<file path="src/rtl/audio_pkg.sv">
// audio_pkg: receiver state encoding and default word/timeout sizes
// shared by the I2S receiver files.
package audio_pkg;

    typedef enum logic [1:0] {
        IDLE    = 2'd0,
        SHIFT_L = 2'd1,
        SHIFT_R = 2'd2
    } rx_state_t;

    localparam int DEF_DATA_W  = 16;
    localparam int DEF_TIMEOUT = 255;

endpackage

</file>
<file path="src/rtl/i2s_sync.sv">
// i2s_sync: 2-FF synchronizers for BCK/WS/DIN plus BCK rising-edge detect.
// Ports: clk, reset_n in; i2s_bck/ws/din in; bck_rise, ws_s, din_s out.
module i2s_sync (
    input  logic clk,
    input  logic reset_n,
    input  logic i2s_bck,
    input  logic i2s_ws,
    input  logic i2s_din,
    output logic bck_rise,
    output logic ws_s,
    output logic din_s
);

    logic [1:0] bck_q;
    logic [1:0] ws_q;
    logic [1:0] din_q;
    logic       bck_d;

    always_ff @(posedge clk or negedge reset_n) begin
        if (!reset_n) begin
            bck_q <= '0;
            ws_q  <= '0;
            din_q <= '0;
            bck_d <= 1'b0;
        end else begin
            bck_q <= {bck_q[0], i2s_bck};
            ws_q  <= {ws_q[0], i2s_ws};
            din_q <= {din_q[0], i2s_din};
            bck_d <= bck_q[1];
        end
    end

    assign bck_rise = bck_q[1] & ~bck_d;
    assign ws_s     = ws_q[1];
    assign din_s    = din_q[1];

endmodule

</file>
<file path="src/rtl/i2s_rx.sv">
// i2s_rx: I2S / left-justified serial audio receiver producing L/R pairs.
// Ports: clk, reset_n, i2s_bck/ws/din in; audio_l/r, sample_valid,
// frame_err, locked out. Define I2S_RX_OFFSET_BIN_EN to invert word MSBs.
module i2s_rx
    import audio_pkg::*;
#(
    parameter int DATA_W  = DEF_DATA_W,
    parameter int TIMEOUT = DEF_TIMEOUT,
    parameter int LJ      = 1
) (
    input  logic              clk,
    input  logic              reset_n,
    input  logic              i2s_bck,
    input  logic              i2s_ws,
    input  logic              i2s_din,
    output logic [DATA_W-1:0] audio_l,
    output logic [DATA_W-1:0] audio_r,
    output logic              sample_valid,
    output logic              frame_err,
    output logic              locked
);

    localparam int CW = $clog2(DATA_W + 1);
    localparam int TW = $clog2(TIMEOUT + 1);
    localparam logic [CW-1:0] FULL  = CW'(DATA_W);
    localparam logic [TW-1:0] TLAST = TW'(TIMEOUT - 1);

    logic              bck_rise;
    logic              ws_s;
    logic              din_s;
    rx_state_t         state;
    rx_state_t         state_nx;
    logic              ws_prev;
    logic [CW-1:0]     cnt;
    logic [CW-1:0]     fin_cnt;
    logic [DATA_W-1:0] shreg;
    logic [DATA_W-1:0] word_sh;
    logic [DATA_W-1:0] fin_word;
    logic [DATA_W-1:0] word_out;
    logic [DATA_W-1:0] lhold;
    logic              left_held;
    logic [TW-1:0]     tcnt;
    logic              ws_chg;
    logic              tmo;
    logic              room;
    logic              commit_l;
    logic              commit_r;
    logic              short_w;

    i2s_sync u_sync (
        .clk      (clk),
        .reset_n  (reset_n),
        .i2s_bck  (i2s_bck),
        .i2s_ws   (i2s_ws),
        .i2s_din  (i2s_din),
        .bck_rise (bck_rise),
        .ws_s     (ws_s),
        .din_s    (din_s)
    );

    assign ws_chg  = bck_rise && (ws_s != ws_prev);
    // a BCK edge in the expiry cycle keeps the link alive
    assign tmo     = !bck_rise && (tcnt == TLAST);
    assign room    = (cnt != FULL);
    assign word_sh = {shreg[DATA_W-2:0], din_s};

    always_ff @(posedge clk or negedge reset_n) begin
        if (!reset_n) state <= IDLE;
        else          state <= state_nx;
    end

    always_comb begin
        state_nx = state;
        if (tmo)
            state_nx = IDLE;
        else if (ws_chg)
            state_nx = ws_s ? SHIFT_R : SHIFT_L;
    end

    always_comb begin
        fin_cnt  = cnt;
        fin_word = shreg;
        commit_l = 1'b0;
        commit_r = 1'b0;
        short_w  = 1'b0;
        // Philips mode: the WS-change bit still closes the old word
        if (LJ == 0 && room) begin
            fin_cnt  = cnt + 1'b1;
            fin_word = word_sh;
        end
        if (ws_chg) begin
            unique case (state)
                SHIFT_L: begin
                    commit_l = (fin_cnt == FULL);
                    short_w  = (fin_cnt != FULL);
                end
                SHIFT_R: begin
                    commit_r = (fin_cnt == FULL);
                    short_w  = (fin_cnt != FULL);
                end
                default: ;
            endcase
        end
    end

`ifdef I2S_RX_OFFSET_BIN_EN
    assign word_out = {~fin_word[DATA_W-1], fin_word[DATA_W-2:0]};
`else
    assign word_out = fin_word;
`endif

    always_ff @(posedge clk or negedge reset_n) begin
        if (!reset_n) begin
            ws_prev      <= 1'b0;
            cnt          <= '0;
            shreg        <= '0;
            lhold        <= '0;
            left_held    <= 1'b0;
            tcnt         <= '0;
            audio_l      <= '0;
            audio_r      <= '0;
            sample_valid <= 1'b0;
            frame_err    <= 1'b0;
            locked       <= 1'b0;
        end else begin
            sample_valid <= 1'b0;
            frame_err    <= 1'b0;
            if (bck_rise) begin
                tcnt    <= '0;
                ws_prev <= ws_s;
            end else if (!tmo) begin
                tcnt <= tcnt + 1'b1;
            end
            if (tmo) begin
                cnt       <= '0;
                left_held <= 1'b0;
                locked    <= 1'b0;
            end else if (ws_chg) begin
                if (LJ != 0) begin
                    shreg <= {{(DATA_W-1){1'b0}}, din_s};
                    cnt   <= CW'(1);
                end else begin
                    shreg <= '0;
                    cnt   <= '0;
                end
            end else if (bck_rise && state != IDLE && room) begin
                shreg <= word_sh;
                cnt   <= cnt + 1'b1;
            end
            if (commit_l) begin
                lhold     <= word_out;
                left_held <= 1'b1;
            end
            if (commit_r && left_held) begin
                audio_l      <= lhold;
                audio_r      <= word_out;
                sample_valid <= 1'b1;
                locked       <= 1'b1;
                left_held    <= 1'b0;
            end
            if (short_w) begin
                frame_err <= 1'b1;
                left_held <= 1'b0;
            end
        end
    end

endmodule

</file>
<file path="config.mk">
export PLATFORM = sky130hd
export DESIGN_NAME = i2s_rx
export DESIGN_NICKNAME = d
export VERILOG_FILES = /design/src/rtl/audio_pkg.sv /design/src/rtl/i2s_sync.sv /design/src/rtl/i2s_rx.sv
export SDC_FILE = /design/constraint.sdc
export NUM_CORES = 1
export LEC_CHECK = 0
export ABC_AREA = 1
export ABC_CLOCK_PERIOD_IN_PS = 1500
export BUFFER_PORTS_ARGS = -buffer_cell sky130_fd_sc_hd__buf_2
export CAP_MARGIN = 0
export CORE_MARGIN = 8
export CORE_UTILIZATION = 28
export DETAILED_ROUTE_END_ITERATION = 8
export GPL_TIMING_DRIVEN = 0
export PLACE_DENSITY = 0.47
export RECOVER_POWER = 100
export SKIP_CTS_REPAIR_TIMING = 1
export SYNTH_ARGS = -nofsm -noshare
export SYNTH_HDL_FRONTEND = slang
export SYNTH_HIERARCHICAL = 1
export SYNTH_SLANG_ARGS = --single-unit
</file>
<file path="constraint.sdc">
create_clock -name clk -period 1.5 [get_ports clk]
set_input_delay 0.225 -clock clk [delete_from_list [all_inputs] [get_ports clk]]
set_output_delay 0.225 -clock clk [all_outputs]
set_load 0.005 [all_outputs]
</file>
==> impl_results.md <==
* Status: finished, final reports clean
* P&R area growth vs syn at 25.0%
* Post-DP Area at 4370 um^2
* Worst-path clk slew at 70 ps
* I/O Buffers at 39
* Slew Limit Headroom at 58.7%
* Core Region at 13800 um^2
* Hold Path Origin: u_sync/din_q[0]
* Most common cell after layout, fill and taps aside: nand2_1
* Overall power at 5.89 mW
* Worst R2R Start: cnt[0]
* Pin count of the biggest net entering global routing at 50
* DR vias at 2829
* Post-synth EDFFs at 0
* Top cell type's share of synthesized area at 58.0%
* Minimum clock period at 1490 ps
* Tcrit/Tclk final at 99.1%
* Antenna diodes at 0
* Hold Path Class: reg -> reg
* Avg Cell Area, Syn at 9.62 um^2
* Crit. End Element: flip-flop
* Critical Path Start Type: flip-flop
* Commonest non-fill, non-tap cells in the layout: 134 x nand2_1, 91 x dfrtp_1, 34 x inv_1
* Final Slew Violations at 0
* Max Freq at 0.672 GHz
* Fin cells at 662
* Number of core rows at 43
* RSZ-0062 raised after global routing: true
* Placed cell count at 628
* DP HPWL at 5790 um
* Synth Register Bits at 91
* Vias in the first global route at 2827
* TritonCTS clock tree: yes
* First-pass GRT wire length at 14400 um
* Synth Warn # at 6
* Syn_nets at 420
* Die Width at 134 um
* Initial core utilization at 28.5%
* Levels on crit path at 10
* Hold WS at 348 ps
* Antenna violations before repair at 0
* Fraction of layout cells with a size suffix above 1 at 21.2%
* Leak Pwr at 2.44 nW
* Die area at 18100 um^2
* R2R cell count at 10
* Fin area at 4900 um^2
* DRC at 0
* Root Driver: clkbuf_16
* Sequential area share after synthesis at 58.0%
* Fin nets at 489
* GRT Total Usage at 10.1%
* GRT overflow at 0
* TritonCTS Buffers at 9
* Antenna-violating nets left at 0
* Dominant cells by area after synthesis: dfrtp_1 58%, nand2_1 13%, inv_1 3.7%
* Pwr/cell area at 1200 nW/um^2
* CP Class: reg -> reg
* Mapped cell area at 3920 um^2
* Worst endpoint required time at 1740 ps
* Critical path's slowest cell: dfrtp_1
* Setup TNS at 0 ps
* # IOs at 40
* Post-synthesis cell count at 408
* Primary FF master, synth: dfrtp_1
* Area leader, netlist: dfrtp_1
* Critical path cell sequence: inv_2 -> ha_4 -> nand2_4 -> inv_4 -> nand2_4 -> nor2_8 -> nand2_8 -> buf_6 -> nand2_1 -> nand2_1
* Least-Margin Pin Slew at 620 ps
* Vias per inst at 4.27
* Initial DRC Count at 100
* H-tree depth at 3
* Final Hold Fails at 0
* Maximum vdd ir drop at 484 uV
* Die height at 134 um
* Num Clock Sinks at 91
* Yosys cell types at 32
* Max-cap violations at 0
* Clock Path Buffers at 2
* Top Family by Delay on Critical Path: simple AND/OR/NAND/NOR gates
* Final-report setup violation count at 0
* Worst Setup SP: cnt[0]
* Final RePlAce weighted congestion at 0.772
* Worst-Skew Late Latency at 350 ps
* CP Max Fanout at 10
* Setup Skew at 7.15 ps
* CP Buf/Inv Count at 3
* Async SR Flop Fraction at 100%
* Final WL at 8570 um
* CP max stage delay at 420 ps
* Filler Cells Inserted at 1427
* Routed len/inst at 12.9 um
* WHS Path Cells at 0
* Worst Path Arrival at 1730 ps
* DRT Pass-1 Iters at 6
## worst paths after layout
check / endpoint / slack (ps)
max: audio_l[12] / 10
min: u_sync/din_q[1] / 350
max reg2reg: audio_l[12] / 10
min reg2reg: u_sync/din_q[1] / 350
max in group asynchronous: lhold[1] / 200
min in group asynchronous: audio_r[1] / 460
## per-stage QoR
step                setup WS (ps)  util, %
global route                -73.0     35.6
detailed placement          -55.8     31.8
global placement             -787     31.5
floorplan                    87.9        -
CTS                         -70.8     34.1
finish                       12.9     35.6
## where the power goes
part / internal (mW) / switching, mW / total, mW / leakage [nW]
registers: 2.58 / 0.127 / 2.71 / 1.24
clock network: 1.48 / 1.00 / 2.48 / 0.154
logic: 0.295 / 0.402 / 0.696 / 1.05
## final cells by class
type | count | area (um^2) | area share [%]
Clock buffer | 10 | 229 | 4.67
Tap cell | 180 | 225 | 4.59
Inverter | 45 | 194 | 3.95
Multi-Input combinational cell | 259 | 1400 | 28.6
Sequential cell | 91 | 2280 | 46.4
Buffer | 13 | 159 | 3.24
Timing Repair Buffer | 58 | 323 | 6.58
Clock inverter | 6 | 93.8 | 1.91
## cell families after synthesis
family | after synthesis | synth area share, %
compound gates | 53 | 8.61
xor+xnor | 1 | 0.223
fa+ha+maj | 7 | 2.23
buf+inv | 58 | 8.00
flops | 91 | 58.0
simple gates | 198 | 22.9
## registers in the layout, summed over array words and instances, names as in the netlist, 2 cells and up
register,count
u_sync/ws_q,2
u_sync/bck_q,2
u_sync/din_q,2
state,2
cnt,5
audio_r,16
audio_l,16
tcnt,8
lhold,16
fin_word,16
## synthesized netlist by cell type (2+ instances only)
library cell	count
nand2_1	139
dfrtp_1	91
inv_1	39
nand3_1	27
o21ai_0	23
o21ai_2	12
nand4_1	10
buf_6	9
nor2_1	9
o21ai_1	9
ha_1	7
inv_2	4
nand2_2	3
nand2_4	3
a31oi_2	2
nor2_2	2
nor2_4	2
o21bai_1	2
o22ai_1	2
## layer usage
| layer | part of all wire, % | GRT usage (%) |
|---|---|---|
| met5 | 0 | 0 |
| met4 | 1.5 | 4.68 |
| met3 | 6.3 | 3.78 |
| met2 | 45 | 14.5 |
| met1 | 47 | 13.1 |
No activity file was read; power rests on OpenSTA's default activity.
